File: config.mk
export PLATFORM = sky130hd
export DESIGN_NAME = pipe_adder
export DESIGN_NICKNAME = d
export VERILOG_FILES = /design/src/rtl/addpipe_pkg.sv /design/src/rtl/add_slice.sv /design/src/rtl/pipe_adder.sv
export SDC_FILE = /design/constraint.sdc
export NUM_CORES = 1
export LEC_CHECK = 0
export CAP_MARGIN = 20
export CORE_ASPECT_RATIO = 1.2
export CORE_MARGIN = 3
export CORE_UTILIZATION = 40
export CTS_CLUSTER_SIZE = 10
export DETAILED_ROUTE_END_ITERATION = 12
export GPL_TIMING_DRIVEN = 0
export SYNTH_ARGS = -nofsm -noshare
export SYNTH_HDL_FRONTEND = slang
export SYNTH_SLANG_ARGS = --single-unit
export TNS_END_PERCENT = 1
File: constraint.sdc
create_clock -name clk -period 2.8 [get_ports clk]
set_input_delay 0.28 -clock clk [delete_from_list [all_inputs] [get_ports clk]]
set_output_delay 0.28 -clock clk [all_outputs]
set_load 0.005 [all_outputs]
File: src/rtl/addpipe_pkg.sv
// Shared constants and types for the pipelined slice adder.
// The optional signed-overflow output is enabled with `define ADDPIPE_OVF_EN.
package addpipe_pkg;

   localparam int ADDPIPE_WIDTH  = 32;
   localparam int ADDPIPE_STAGES = 4;
   localparam int ADDPIPE_SLICE  = ADDPIPE_WIDTH / ADDPIPE_STAGES;

   typedef logic [ADDPIPE_WIDTH-1:0] word_t;
   typedef logic [ADDPIPE_SLICE-1:0] slice_t;

endpackage

File: src/rtl/add_slice.sv
// One registered W-bit adder stage with carry in/out and a valid bit.
// Holds everything while adv is low; clears asynchronously on clr low.
module add_slice
   import addpipe_pkg::*;
#(
   parameter int W = ADDPIPE_SLICE
) (
   input  logic         clk,
   input  logic         clr,
   input  logic         adv,
   input  logic         vi,
   input  logic [W-1:0] a,
   input  logic [W-1:0] b,
   input  logic         ci,
   output logic [W-1:0] s,
   output logic         co,
   output logic         vo
);

   always_ff @(posedge clk or negedge clr) begin
      if (!clr) begin
         vo <= 1'b0;
         s  <= '0;
         co <= 1'b0;
      end else if (adv) begin
         vo      <= vi;
         {co, s} <= {1'b0, a} + {1'b0, b} + {{W{1'b0}}, ci};
      end
   end

endmodule

File: src/rtl/pipe_adder.sv
// WIDTH-bit adder split into STAGES registered slices with carry rippling between stages.
// Define ADDPIPE_OVF_EN to add the signed-overflow output ovf, aligned with out1.
module pipe_adder
   import addpipe_pkg::*;
#(
   parameter int WIDTH  = ADDPIPE_WIDTH,
   parameter int STAGES = ADDPIPE_STAGES
) (
   input  logic             clk,
   input  logic             clr,
   input  logic             in_valid,
   output logic             in_ready,
   input  logic [WIDTH-1:0] in1,
   input  logic [WIDTH-1:0] in2,
   input  logic             cin,
   output logic             out_valid,
   input  logic             out_ready,
   output logic [WIDTH-1:0] out1,
`ifdef ADDPIPE_OVF_EN
   output logic             ovf,
`endif
   output logic             cout
);

   localparam int SLICE = WIDTH / STAGES;

   // Handshake: a pair is taken on an edge where in_valid && in_ready; a result
   // leaves on an edge where out_valid && out_ready. The whole pipe advances
   // together (adv) or holds together; in_ready never looks at in_valid.
   logic adv;
   logic accept;

   assign adv      = !out_valid || out_ready;
   assign in_ready = adv;
   assign accept   = in_valid && in_ready;

   logic [STAGES-1:0]            v, c, v_in, c_in;
   logic [STAGES-1:0][SLICE-1:0] s_sl, a_sl, b_sl;

   // a_q/b_q[j]: operand bits not yet consumed, registered alongside stage j.
   // sum_q[j]: finished slices 0..j-1 packed at the top, registered alongside stage j.
   logic [WIDTH-1:0] a_q   [STAGES-1];
   logic [WIDTH-1:0] b_q   [STAGES-1];
   logic [WIDTH-1:0] sum_q [STAGES];
   logic [WIDTH-1:0] a_in  [STAGES];
   logic [WIDTH-1:0] b_in  [STAGES];
   logic [WIDTH-1:0] sum_nx[STAGES];

   always_comb begin
      a_in[0]   = in1;
      b_in[0]   = in2;
      sum_nx[0] = '0;
      for (int k = 1; k < STAGES; k++) begin
         a_in[k]   = a_q[k-1];
         b_in[k]   = b_q[k-1];
         sum_nx[k] = {s_sl[k-1], sum_q[k-1][WIDTH-1:SLICE]};
      end
      for (int k = 0; k < STAGES; k++) begin
         a_sl[k] = a_in[k][SLICE-1:0];
         b_sl[k] = b_in[k][SLICE-1:0];
      end
   end

   assign v_in = {v[STAGES-2:0], accept};
   assign c_in = {c[STAGES-2:0], cin};

   for (genvar k = 0; k < STAGES; k++) begin : g_stage
      add_slice #(.W(SLICE)) u_slice (
         .clk (clk),
         .clr (clr),
         .adv (adv),
         .vi  (v_in[k]),
         .a   (a_sl[k]),
         .b   (b_sl[k]),
         .ci  (c_in[k]),
         .s   (s_sl[k]),
         .co  (c[k]),
         .vo  (v[k])
      );
   end

   always_ff @(posedge clk or negedge clr) begin
      if (!clr) begin
         for (int j = 0; j < STAGES-1; j++) begin
            a_q[j] <= '0;
            b_q[j] <= '0;
         end
         for (int j = 0; j < STAGES; j++) begin
            sum_q[j] <= '0;
         end
      end else if (adv) begin
         for (int j = 0; j < STAGES-1; j++) begin
            a_q[j] <= a_in[j] >> SLICE;
            b_q[j] <= b_in[j] >> SLICE;
         end
         for (int j = 0; j < STAGES; j++) begin
            sum_q[j] <= sum_nx[j];
         end
      end
   end

   assign out1      = {s_sl[STAGES-1], sum_q[STAGES-1][WIDTH-1:SLICE]};
   assign cout      = c[STAGES-1];
   assign out_valid = v[STAGES-1];

`ifdef ADDPIPE_OVF_EN
   logic msb_a_q, msb_b_q;

   // The operand MSBs sit at the top of the last slice, so grab them as it is added.
   always_ff @(posedge clk or negedge clr) begin
      if (!clr) begin
         msb_a_q <= 1'b0;
         msb_b_q <= 1'b0;
      end else if (adv) begin
         msb_a_q <= a_in[STAGES-1][SLICE-1];
         msb_b_q <= b_in[STAGES-1][SLICE-1];
      end
   end

   assign ovf = (msb_a_q == msb_b_q) && (out1[WIDTH-1] != msb_a_q);
`endif

   logic unused_bits;
   assign unused_bits = ^{a_in[STAGES-1][WIDTH-1:SLICE], b_in[STAGES-1][WIDTH-1:SLICE],
                          sum_q[STAGES-1][SLICE-1:0]};

endmodule

==> results of run 1 <==
placed cells by master, fill, tap and decap left out, types with 4 or more instances in the layout:
master | netlist | routed
inv_1 | 7 | 7
clkbuf_16 | 0 | 17
a21oi_2 | 4 | 4
clkdlybuf4s50_1 | 0 | 102
clkbuf_1 | 4 | 4
xnor2_1 | 5 | 5
clkinvlp_4 | 0 | 4
a211oi_2 | 4 | 4
a21oi_1 | 15 | 15
nor3_1 | 12 | 12
nor2_1 | 11 | 11
a31oi_1 | 5 | 5
nand2_1 | 496 | 496
o21ai_1 | 28 | 28
o211ai_1 | 5 | 5
o21ai_0 | 11 | 11
a211oi_1 | 4 | 4
buf_4 | 12 | 12
xor2_1 | 13 | 13
nand2b_1 | 4 | 4
ha_1 | 28 | 28
buf_2 | 24 | 24
a21o_1 | 4 | 4
fa_1 | 8 | 8
dfrtp_1 | 184 | 184
layout make-up:
type / instances / share of cell area (%)
plain buffers: 40 / 2.236
clock buffers: 18 / 4.361
clock inverters: 14 / 1.478
inverters: 8 / 0.2982
multi-input cells: 668 / 32.00
flip-flops and latches: 184 / 45.72
well taps: 261 / 3.243
repair buffers: 105 / 10.66
critical path, stage by stage (launching register included):
cell and delay, ns:
dfrtp_1 0.38, nor2b_1 0.16, buf_4 0.19, inv_2 0.14
buf_2 0.29, clkdlybuf4s50_1 0.55
final timing paths:
kind / cells past startpoint / to / slack, ns / from
worst max-delay path: 5 / in_ready / 0.38 / g_stage[3].u_slice.vo
worst min-delay path: 3 / b_in[79] / 0.38 / in2[23]
worst max register to register: 7 / g_stage[2].u_slice.s[6] / 0.44 / a_in[32]
worst min register to register: 2 / out1[2] / 0.46 / out1[2]
max in group asynchronous: 3 / b_in[32] / 1.42 / clr
min in group asynchronous: 2 / out1[1] / 0.39 / clr
logic make-up after synthesis:
group / Yosys count
AO/OA/AOI/OAI: 85
XOR/XNOR: 18
AND/OR/NAND/NOR: 529
adder cells (fa/ha/maj): 36
flip-flops: 184
buffers and inverters: 48
registers in the layout, indices dropped and copies added, names as in the netlist:
name                cells
g_stage.u_slice.vo      4
g_stage.u_slice.co      4
g_stage.u_slice.s      32
b_in                   48
sum_nx                 24
out1                   24
a_in                   48
timing repair:
| item | 4_1_cts | 5_1_grt |
|---|---|---|
| hold endpoints to repair | 68 | 0 |
| hold buffers | 1 | 0 |
| endpoints found under the setup margin | 0 | 0 |
through the flow:
stage	util [%]	area [um^2]	total power (uW)
3_5_place_dp	48.11	9473	8859
5_1_grt	51.15	10070	12060
4_1_cts	51.15	10070	11260
6_report	51.15	10070	11120
3_3_place_gp	47.95	9440	8756
2_1_floorplan	-	8083	7204
Yosys cell counts, types with 5 or more instances:
cell,instances,area (um^2)
nor2_1,11,41.29
dfrtp_1,184,4604
o21ai_0,11,55.05
ha_1,28,350.3
buf_4,12,90.09
xnor2_1,5,43.79
xor2_1,13,113.9
fa_1,8,160.2
nand2_1,496,1862
a31oi_1,5,31.28
inv_1,7,26.28
o211ai_1,5,37.54
buf_2,24,120.1
a21oi_1,15,75.07
o21ai_1,28,140.1
nor3_1,12,60.06
routing by layer:
layer  wire [um]  vias up  global-route usage [%]  share of wire, %
met3         537       20                   3.222               3.0
li1            -     3093                       -                 -
met5           0        -                       0                 0
met4         268        0                   4.950               1.5
met2        9057       93                   29.94                51
met1        8045     2815                   22.29                45
where the power goes:
| part | switching (uW) | internal, uW | total [uW] |
|---|---|---|---|
| clock | 1030 | 1340 | 2380 |
| combinational | 2330 | 1930 | 4270 |
| sequential | 659 | 3810 | 4470 |
| total | 4030 | 7090 | 11100 |
==> results_tabular.tex, run 1 <==
\begin{tabular}{lr}
\hline
Metric & Value \\
\hline
\multicolumn{2}{l}{\textbf{Layout}} \\
Area Growth Syn to Fin & 24.60\% \\
Finished Layout Cells & 1298 \\
FF+latch area & 4604 um\^{}2 \\
Layout Nets & 1129 \\
Fraction of final layout cells with drive strength greater than 1 & 7.715\% \\
Fill cell instance count of the final layout & 1926 \\
Ant. Diodes & 0 \\
Multi-input logic area & 3223 um\^{}2 \\
\multicolumn{2}{l}{\textbf{Floorplanning}} \\
Floorplan die area & 21960 um\^{}2 \\
Die extent in y & 161.7 um \\
Floorplan Core Area & 19690 um\^{}2 \\
Io pins & 104 \\
Std cell rows & 56 \\
Initial standard-cell utilization of the core & 41.05\% \\
Die Span X & 135.8 um \\
\multicolumn{2}{l}{\textbf{Clock network}} \\
Post-cts repair resize count & 0 \\
Clk sinks & 184 \\
Depth of the CTS H-tree & 4 \\
Number of buffers created by CTS & 17 \\
Number of buffers inserted to repair setup after CTS & 0 \\
CTS Root Cell & clkbuf\_16 \\
Clock latency on the worst-skew pair & 0.43 ns \\
Clock Pin Slew Worst Setup and Hold Paths & 0.07 ns \\
CTS max path bufs & 2 \\
TritonCTS clock tree & built \\
\multicolumn{2}{l}{\textbf{Drt}} \\
Antenna-violating nets left & 0 \\
Sum of routed wire length over all layers & 17910 um \\
Vias per std cell & 4.639 \\
Via Count & 6021 \\
Routed wirelength normalized by instance count & 13.80 um \\
Number of violations reported at the end of detailed-routing iteration 0 & 264 \\
Total iterations of the first detailed-routing run & 5 \\
DR DRC count & 0 \\
\multicolumn{2}{l}{\textbf{STA}} \\
Worst Skew & 0.007192 ns \\
Slew Limit Headroom & 61.01\% \\
Crit share post-route & 86.51\% \\
Hold Fails Final Rpt & 0 \\
Final setup violation count & 0 \\
Shortest period the worst path allows & 2.422 ns \\
Fin. max-slew vios & 0 \\
Setup total negative slack & 0 ns \\
Final setup slack of the worst path & 0.3778 ns \\
Achievable frequency & 0.4129 GHz \\
Hold Worst Slack & 0.3775 ns \\
Worst-Margin Slew & 0.5849 ns \\
Unrepaired setup endpoints after global routing & false \\
\multicolumn{2}{l}{\textbf{Placement}} \\
Final GP Congestion & 0.7905 \\
Detailed placement HPWL & 13520 um \\
Worst setup slack after placement & 0.1384 ns \\
Port bufs & 103 \\
DP Cell Count & 1265 \\
\multicolumn{2}{l}{\textbf{Yosys}} \\
Synthesized instance count & 900 \\
Post-Synthesis Cell Area & 8083 um\^{}2 \\
Post-synthesis xor/xnor area fraction & 1.950\% \\
Most used flip-flop cell after synthesis & dfrtp\_1 \\
Yosys Warn Count & 0 \\
Post-synthesis share of cell area spent on full adders, half adders and majority gates & 6.316\% \\
Number of different library cells in the post-synthesis netlist & 29 \\
Number of synthesized flops with an enable pin & 0 \\
Main combinational cell family by area after synthesis & simple AND/OR/NAND/NOR gates \\
Mean instance size in the synthesized netlist & 8.981 um\^{}2 \\
Mux contribution to synthesized area & 0\% \\
Sequential cell area fraction in the yosys report & 56.97\% \\
Number of synthesized register bits & 184 \\
Fraction of synthesis flops using an asynchronous set or reset pin & 100.0\% \\
Synthesized net count & 1005 \\
Simple-gate share of the synthesized area & 25.08\% \\
Compound-gate portion of the synthesized area & 6.533\% \\
\multicolumn{2}{l}{\textbf{Global routing}} \\
Pin count of the biggest net entering global routing & 117 \\
Vias in the first global route & 5986 \\
Initial antenna violation count & 0 \\
Global-route wire length before repair & 29800 um \\
GRT Resource Usage Total & 17.33\% \\
Total congestion overflow & 0 \\
\multicolumn{2}{l}{\textbf{Power}} \\
Worst IR Drop VDD & 0.0005365 V \\
Leakage power total & 0.005049 uW \\
Pwr Density & 1104 nW/um\^{}2 \\
\multicolumn{2}{l}{\textbf{Setup path}} \\
Critical Path AT & 2.14 ns \\
Capturing element type of the critical path & primary output \\
Max Fanout on Critical Path & 10 \\
Required time of the critical path & 2.52 ns \\
Crit start category & flop \\
Crit path kind & flop to primary output \\
\multicolumn{2}{l}{\textbf{Status}} \\
Run status & completed \\
\multicolumn{2}{l}{\textbf{Worst hold path}} \\
Worst hold path class & primary input to flop \\
\multicolumn{2}{l}{\textbf{Run}} \\
Total of max-cap violations & 0 \\
\hline
\end{tabular}
(Power assumes the default switching activity.)
==> run 2: changes to the inputs <==
--- a/config.mk
+++ b/config.mk
@@ -11,8 +11,10 @@
 export CORE_UTILIZATION = 40
 export CTS_CLUSTER_SIZE = 10
 export DETAILED_ROUTE_END_ITERATION = 12
+export DONT_BUFFER_PORTS = 1
 export GPL_TIMING_DRIVEN = 0
 export SYNTH_ARGS = -nofsm -noshare
 export SYNTH_HDL_FRONTEND = slang
+export SYNTH_HIERARCHICAL = 1
 export SYNTH_SLANG_ARGS = --single-unit
 export TNS_END_PERCENT = 1
==> run 2 against run 1 <==
The run now ends with negative hold slack left. Final cell count down 25%. Synthesized cell count shrank 32%. Flip-flop and latch count is the same. Design area up 2.2%. Sequential share of layout area shrank 0.97 points. Fmax is 2.7% lower. Setup slack got worse by 0.068 ns. Via count shrank 16%. Critical path type is now flop to flop.
==> results_tabular.tex, run 2 <==
\begin{tabular}{lr}
\hline
Metric & Value \\
\hline
\multicolumn{2}{l}{\textbf{Yosys}} \\
Synthesized instance count & 614 (-32\%) \\
Post-synth top cells & 184 x dfrtp\_1, 138 x mux2\_4, 36 x o21ai\_0 \\
Most used standard cell by instance count after synthesis & dfrtp\_1 \\
Mean instance size in the synthesized netlist & 14.49 um\^{}2 (+61\%) \\
Sequential cell area fraction in the yosys report & 51.76\% (-5.2 points) \\
Fraction of synthesis flops using an asynchronous set or reset pin & 100.0\% (unchanged) \\
Top cell type's share of synthesized area & 51.76\% (-5.2 points) \\
Post-Synthesis Cell Area & 8896 um\^{}2 (+10\%) \\
Number of different library cells in the post-synthesis netlist & 34 (+17\%) \\
Most area-consuming cells after synthesis & dfrtp\_1 52\%, mux2\_4 23\%, ha\_1 3.9\%, mux2\_2 2.3\%, o21ai\_0 2.0\% \\
Number of synthesized register bits & 184 (unchanged) \\
Synthesized net count & 719 (-28\%) \\
Yosys Warn Count & 6 (+6) \\
Most used flip-flop cell after synthesis & dfrtp\_1 \\
Largest area contributor in the netlist & dfrtp\_1 \\
Number of synthesized flops with an enable pin & 0 (unchanged) \\
\multicolumn{2}{l}{\textbf{Drt}} \\
Number of violations reported at the end of detailed-routing iteration 0 & 188 (-29\%) \\
Vias per std cell & 5.194 (+12\%) \\
Routed wirelength normalized by instance count & 18.31 um (+33\%) \\
Total iterations of the first detailed-routing run & 4 (-1) \\
Sum of routed wire length over all layers & 17740 um (-0.93\%) \\
Antenna-violating nets left & 0 (unchanged) \\
DR DRC count & 0 (unchanged) \\
Via Count & 5033 (-16\%) \\
\multicolumn{2}{l}{\textbf{Placement}} \\
DP Area & 9239 um\^{}2 (-2.5\%) \\
Worst setup slack after placement & 0.3570 ns (+0.2186 ns) \\
Final GP Congestion & 0.8512 (+7.7\%) \\
Port bufs & 0 (-100\%) \\
Detailed placement HPWL & 11850 um (-12\%) \\
\multicolumn{2}{l}{\textbf{STA}} \\
Final setup violation count & 0 (unchanged) \\
Setup total negative slack & 0 ns (unchanged) \\
Final setup slack of the worst path & 0.3096 ns (-0.06825 ns) \\
Achievable frequency & 0.4015 GHz (-2.7\%) \\
Worst Skew & 0.01356 ns (+0.006364 ns) \\
Fin. max-slew vios & 0 (unchanged) \\
Crit share post-route & 88.94\% (+2.4 points) \\
Slew Limit Headroom & 72.13\% (+11 points) \\
Shortest period the worst path allows & 2.490 ns (+0.06825 ns) \\
Hold Fails Final Rpt & 184 (+184) \\
Worst-Margin Slew & 0.4168 ns (-0.1681 ns) \\
Unrepaired setup endpoints after global routing & false \\
Hold Worst Slack & -0.4534 ns (-0.8308 ns) \\
\multicolumn{2}{l}{\textbf{Setup path}} \\
Required time of the critical path & 3.10 ns (+0.58 ns) \\
Slowest cell on crit path & fa\_1 \\
Crit start category & flop \\
Max Fanout on Critical Path & 3 (-7) \\
Crit path kind & flop to flop \\
Cells traversed along the worst timing path & fa\_1 -> fa\_1 -> a211oi\_2 -> o21bai\_1 -> and4b\_1 -> or3\_1 \\
End of the worst register-to-register path & g\_stage[1].u\_slice/s[6] \\
Capturing element type of the critical path & flop \\
Worst Reg2Reg Path Length in Cells & 6 (-1) \\
Worst R2R Start & a\_in[64] \\
Most common cell type on the critical path & fa\_1 \\
Slowest stage delay, CP & 0.51 ns (-0.04 ns) \\
Reg2Reg Setup Slack & 0.31 ns (-0.13 ns) \\
Critical Path AT & 2.79 ns (+0.65 ns) \\
\multicolumn{2}{l}{\textbf{Global routing}} \\
Vias in the first global route & 5316 (-11\%) \\
Global-route wire length before repair & 28760 um (-3.5\%) \\
Total congestion overflow & 0 (unchanged) \\
Pin count of the biggest net entering global routing & 185 (+58\%) \\
GRT Resource Usage Total & 15.01\% (-2.3 points) \\
Initial antenna violation count & 1 (+1) \\
\multicolumn{2}{l}{\textbf{Clock network}} \\
Clock latency on the worst-skew pair & 0.42 ns (about the same) \\
Clk sinks & 184 (unchanged) \\
Number of buffers created by CTS & 17 (unchanged) \\
CTS max path bufs & 2 (unchanged) \\
Clock Pin Slew Worst Setup and Hold Paths & 0.07 ns (about the same) \\
Depth of the CTS H-tree & 4 (unchanged) \\
TritonCTS clock tree & built \\
Number of buffers inserted to repair setup after CTS & 0 (unchanged) \\
Post-cts repair resize count & 0 (unchanged) \\
Quantity of hold-fixing buffers added after cts & 48 (+47) \\
CTS Root Cell & clkbuf\_16 \\
\multicolumn{2}{l}{\textbf{Floorplanning}} \\
Floorplan Core Area & 21780 um\^{}2 (+11\%) \\
Std cell rows & 59 (+5.4\%) \\
Die Span X & 142.1 um (+4.7\%) \\
Die extent in y & 169.4 um (+4.7\%) \\
Initial standard-cell utilization of the core & 40.85\% (-0.20 points) \\
Floorplan die area & 24070 um\^{}2 (+9.6\%) \\
Io pins & 104 (unchanged) \\
\multicolumn{2}{l}{\textbf{Layout}} \\
Fraction of final layout cells with drive strength greater than 1 & 31.56\% (+24 points) \\
Final instance area & 10290 um\^{}2 (+2.2\%) \\
Area Growth Syn to Fin & 15.65\% \\
Most frequent cells in the layout & 184 x dfrtp\_1, 138 x mux2\_4, 48 x dlygate4sd3\_1, 36 x o21ai\_0 \\
Commonest non-fill, non-tap cell in the layout & dfrtp\_1 \\
Layout Nets & 786 (-30\%) \\
\multicolumn{2}{l}{\textbf{Worst hold path}} \\
Worst hold path class & primary input to async pin \\
\multicolumn{2}{l}{\textbf{Run}} \\
Total of max-cap violations & 0 (unchanged) \\
\multicolumn{2}{l}{\textbf{Power}} \\
Worst IR Drop VDD & 0.0004197 V (-22\%) \\
Leakage power total & 0.004869 uW (-3.6\%) \\
Total Power Consumption & 11290 uW (+1.6\%) \\
Pwr Density & 1098 nW/um\^{}2 (-0.58\%) \\
\multicolumn{2}{l}{\textbf{Status}} \\
Run status & finished, violations left \\
Violated checks & negative hold slack \\
\hline
\end{tabular}
-- run 2: worst max-delay path: cells and delay by family, from the launching register on --
| kind | cells | cell delay, ns |
|---|---|---|
| adder cells (fa/ha/maj) | 2 | 0.99 |
| AND/OR/NAND/NOR | 2 | 0.56 |
| AO/OA/AOI/OAI | 2 | 0.42 |
| flip-flops | 1 | 0.41 |
-- run 2: metrics by stage --
step                util (%)  std cells  hold slack [ns]
global route           47.25        969          -0.4760
floorplan                  -        614         -0.01559
CTS                    47.23        968          -0.4797
global placement       42.42        888        -0.009401
detailed placement     42.42        888         -0.01151
finish                 47.25        969          -0.4534
-- run 2: how the worst max path moves through the flow --
stage / startpoint / endpoint / slack, ns
finish: a_in[64] / g_stage[1].u_slice/s[6] / 0.31
global route: a_in[64] / g_stage[1].u_slice/s[6] / 0.20
CTS: a_in[64] / g_stage[1].u_slice/s[6] / 0.33
detailed placement: a_in[64] / g_stage[1].u_slice/s[6] / 0.36
global placement: a_in[32] / g_stage[2].u_slice/s[6] / 0.39
floorplan: a_in[64] / g_stage[1].u_slice/s[6] / 0.53
-- run 2: final cells by class --
type	instances	area [um^2]
timing repair buffer	48	480.5
multi-input combinational	390	4011
buffer	28	235.2
tap	274	342.8
antenna	1	2.502
clock inverter	10	92.59
inverter	12	45.04
clock buffer	22	474.2
sequential	184	4604
fill	1847	11490
-- run 2: logic make-up (layout without fill, tap and decap cells) --
kind of cell	after synthesis	after routing	share of synthesized area, %
other cells	0	1	0
mux	164	164	26.47
simple gates	74	74	4.557
flops	184	184	51.76
compound gates	108	108	7.539
xor+xnor	8	8	0.7875
buf+inv	40	120	3.150
fa+ha+maj	36	36	5.738
-- run 2: report_power, final --
part / total (uW) / switching (uW) / internal (uW)
clock: 2330 / 1030 / 1300
combinational: 4420 / 1870 / 2550
sequential: 4540 / 775 / 3770
total: 11300 / 3680 / 7610
-- run 2: routing by layer --
metal  global-route usage [%]  vias to the layer above  wire length [um]
met5                        0                        -                 0
met4                    4.257                        0               192
met3                    3.269                       16               684
met2                    24.40                      116              8705
met1                    20.32                     2540              8161
li1                         -                     2361                 -
==> run 3: changes to the inputs <==
--- a/config.mk
+++ b/config.mk
@@ -7,12 +7,12 @@
 export LEC_CHECK = 0
 export CAP_MARGIN = 20
 export CORE_ASPECT_RATIO = 1.2
-export CORE_MARGIN = 3
 export CORE_UTILIZATION = 40
 export CTS_CLUSTER_SIZE = 10
 export DETAILED_ROUTE_END_ITERATION = 12
 export DONT_BUFFER_PORTS = 1
 export GPL_TIMING_DRIVEN = 0
+export RECOVER_POWER = 25
 export SYNTH_ARGS = -nofsm -noshare
 export SYNTH_HDL_FRONTEND = slang
 export SYNTH_HIERARCHICAL = 1
==> run 3 against run 2 <==
Critical endpoint is now g_stage[2].u_slice/s[6]. Highest routed layer unchanged. Register-to-register slack gained 0.03 ns. Largest cell class unchanged. Critical path type unchanged. Flip-flop and latch count unchanged. Utilization grew 0.11 points. The flow finishes with violations (design-rule violations, negative hold slack). Largest power group unchanged. Power is 0.95% higher. Fmax grew 1.3%.
==> results_tabular.tex, run 3 (same netlist as run 2, synthesis figures left out) <==
\begin{tabular}{lr}
\hline
Metric & Value \\
\hline
\multicolumn{2}{l}{\textbf{STA}} \\
Hold Worst Slack & -0.4524 ns (+0.0009990 ns) \\
Achievable frequency & 0.4066 GHz (+1.3\%) \\
Shortest period the worst path allows & 2.460 ns (-0.03076 ns) \\
Fin. max-slew vios & 0 (unchanged) \\
Final setup violation count & 0 (unchanged) \\
Unrepaired setup endpoints after global routing & false \\
Worst Skew & 0.01361 ns (+0.00005610 ns) \\
Crit share post-route & 87.84\% (-1.1 points) \\
Hold Fails Final Rpt & 184 (unchanged) \\
Final setup slack of the worst path & 0.3404 ns (+0.03076 ns) \\
Setup total negative slack & 0 ns (unchanged) \\
Worst-Margin Slew & 0.4159 ns (-0.0009062 ns) \\
Slew Limit Headroom & 72.19\% (about the same) \\
\multicolumn{2}{l}{\textbf{Global routing}} \\
Vias in the first global route & 5386 (+1.3\%) \\
Total congestion overflow & 0 (unchanged) \\
GRT Resource Usage Total & 16.60\% (+1.6 points) \\
Initial antenna violation count & 1 (unchanged) \\
Pin count of the biggest net entering global routing & 185 (unchanged) \\
Global-route wire length before repair & 29260 um (+1.7\%) \\
\multicolumn{2}{l}{\textbf{Floorplanning}} \\
Initial standard-cell utilization of the core & 40.85\% (unchanged) \\
Die extent in y & 165.4 um (-2.4\%) \\
Io pins & 104 (unchanged) \\
Floorplan Core Area & 21780 um\^{}2 (unchanged) \\
Floorplan die area & 22840 um\^{}2 (-5.1\%) \\
Die Span X & 138.1 um (-2.8\%) \\
Std cell rows & 59 (unchanged) \\
\multicolumn{2}{l}{\textbf{Setup path}} \\
Sum of buffers and inverters on the critical path & 0 (unchanged) \\
Crit start category & flop \\
Critical Path AT & 2.77 ns (-0.02 ns) \\
Slowest cell on crit path & fa\_1 \\
Crit path kind & flop to flop \\
Cells traversed along the worst timing path & fa\_1 -> fa\_1 -> a211oi\_2 -> o21bai\_1 -> and4b\_1 -> or3\_1 \\
Slowest stage delay, CP & 0.50 ns (about the same) \\
Setup crit start & a\_in[32] \\
Delay-heaviest family, CP & adder cells \\
Worst R2R Start & a\_in[32] \\
Required time of the critical path & 3.11 ns (about the same) \\
Max Fanout on Critical Path & 3 (unchanged) \\
Instance count on the critical path & 6 (unchanged) \\
Capturing element type of the critical path & flop \\
Most common cell type on the critical path & fa\_1 \\
Worst Reg2Reg Path Length in Cells & 6 (unchanged) \\
\multicolumn{2}{l}{\textbf{Clock network}} \\
Post-cts repair resize count & 0 (unchanged) \\
Clk sinks & 184 (unchanged) \\
Number of buffers inserted to repair setup after CTS & 0 (unchanged) \\
Clock latency on the worst-skew pair & 0.43 ns (about the same) \\
TritonCTS clock tree & built \\
Number of buffers created by CTS & 17 (unchanged) \\
Quantity of hold-fixing buffers added after cts & 48 (unchanged) \\
CTS Root Cell & clkbuf\_16 \\
Clock Pin Slew Worst Setup and Hold Paths & 0.07 ns (about the same) \\
CTS max path bufs & 2 (unchanged) \\
Depth of the CTS H-tree & 4 (unchanged) \\
\multicolumn{2}{l}{\textbf{Power}} \\
Combinational fraction of design power & 38.7\% (-0.4 points) \\
Pwr Density & 1105 nW/um\^{}2 (+0.72\%) \\
Clock Power Share & 21.5\% (+0.9 points) \\
Switching portion of total power & 32.57\% (about the same) \\
P\_int & 7686 uW (+0.94\%) \\
Net Sw Power & 3713 uW (+0.98\%) \\
Sequential fraction of design power & 39.8\% (-0.4 points) \\
Leakage power total & 0.004869 uW (about the same) \\
Worst IR Drop VDD & 0.0004438 V (+5.7\%) \\
\multicolumn{2}{l}{\textbf{Drt}} \\
Antenna-violating nets left & 0 (unchanged) \\
Total iterations of the first detailed-routing run & 11 (+7) \\
Number of violations reported at the end of detailed-routing iteration 0 & 149 (-21\%) \\
DR DRC count & 12 (+12) \\
Via Count & 5005 (-0.56\%) \\
Routed wirelength normalized by instance count & 18.23 um (-0.45\%) \\
Sum of routed wire length over all layers & 17630 um (-0.65\%) \\
Vias per std cell & 5.176 (-0.35\%) \\
\multicolumn{2}{l}{\textbf{Placement}} \\
Worst setup slack after placement & 0.3667 ns (+0.009724 ns) \\
Detailed placement HPWL & 11710 um (-1.2\%) \\
Port bufs & 0 (unchanged) \\
Final GP Congestion & 0.8359 (-1.8\%) \\
\multicolumn{2}{l}{\textbf{Layout}} \\
Layout Nets & 786 (unchanged) \\
Area Growth Syn to Fin & 15.92\% \\
Most frequent cells in the layout & 184 x dfrtp\_1, 138 x mux2\_4, 48 x dlygate4sd3\_1, 36 x o21ai\_0 \\
FF+latch area & 4604 um\^{}2 (unchanged) \\
Fraction of final layout cells with drive strength greater than 1 & 31.65\% (+0.091 points) \\
Commonest non-fill, non-tap cell in the layout & dfrtp\_1 \\
Multi-input logic area & 4011 um\^{}2 (unchanged) \\
Fill cell instance count of the final layout & 1902 (+3.0\%) \\
\multicolumn{2}{l}{\textbf{Run}} \\
Total of max-cap violations & 0 (unchanged) \\
\multicolumn{2}{l}{\textbf{Status}} \\
Run status & finished, violations left \\
Violated checks & design-rule violations, negative hold slack \\
\multicolumn{2}{l}{\textbf{Worst hold path}} \\
Worst hold path class & primary input to async pin \\
\hline
\end{tabular}
[run 3: cell count changes in the layout (fill, tap and decap cells not counted)]
| cell | previous run | this run |
|---|---|---|
| clkinvlp_4 | 1 | 3 |
| bufinv_16 | 1 | 2 |
| clkinv_2 | 4 | 0 |
| inv_6 | 3 | 4 |
| clkbuf_1 | 6 | 4 |
| clkbuf_8 | 3 | 2 |
| inv_8 | 0 | 1 |
[run 3: metrics by stage]
stage	cell area, um^2	std cells	utilization, %	hold slack [ns]	power [uW]
6_report	10310	967	47.35	-0.4524	11400
5_1_grt	10310	967	47.35	-0.4793	12160
4_1_cts	10310	966	47.34	-0.4805	11540
3_5_place_dp	9239	888	42.42	-0.008867	8958
3_3_place_gp	9239	888	42.42	-0.009329	8787
2_1_floorplan	8896	614	-	-0.01559	8002
[run 3: layout make-up]
cell class,instances,area share [%]
clock buffers,19,4.392
flip-flops and latches,184,44.65
plain buffers,28,2.281
repair buffers,48,4.659
clock inverters,11,1.335
diodes,1,0.02427
inverters,12,0.4368
well taps,274,3.324
multi-input cells,390,38.90
[run 3: power by group through the flow]
stage | registers, uW | clock network, uW | logic, uW
floorplan | 4300 | 0 | 3700
global placement | 4580 | 0 | 4210
detailed placement | 4610 | 0 | 4340
CTS | 4580 | 2510 | 4450
global route | 4700 | 2610 | 4850
finish | 4540 | 2450 | 4410
[run 3: worst paths after layout]
kind                                           end  slack (ns)
setup / recovery           g_stage[2].u_slice/s[6]        0.34
setup reg to reg           g_stage[2].u_slice/s[6]        0.34
min in group clk             g_stage[0].u_slice/vo        0.12
max in group asynchronous                sum_nx[8]        2.98
hold / removal                            b_in[69]       -0.45
hold reg to reg                           out1[22]        0.50
[run 3: metal layers]
metal	GRT usage [%]	share of wire (%)	vias up
li1	-	-	2353
met1	20.89	46	2552
met2	28.06	49	79
met3	3.950	3.6	21
met4	5.975	1.6	0
met5	0	0	-
[run 3: worst register-to-register path: cells and delay by family, from the launching register on]
kind | cells | cell delay (ns)
simple gates | 2 | 0.53
compound gates | 2 | 0.44
fa+ha+maj | 2 | 0.97
flops | 1 | 0.40
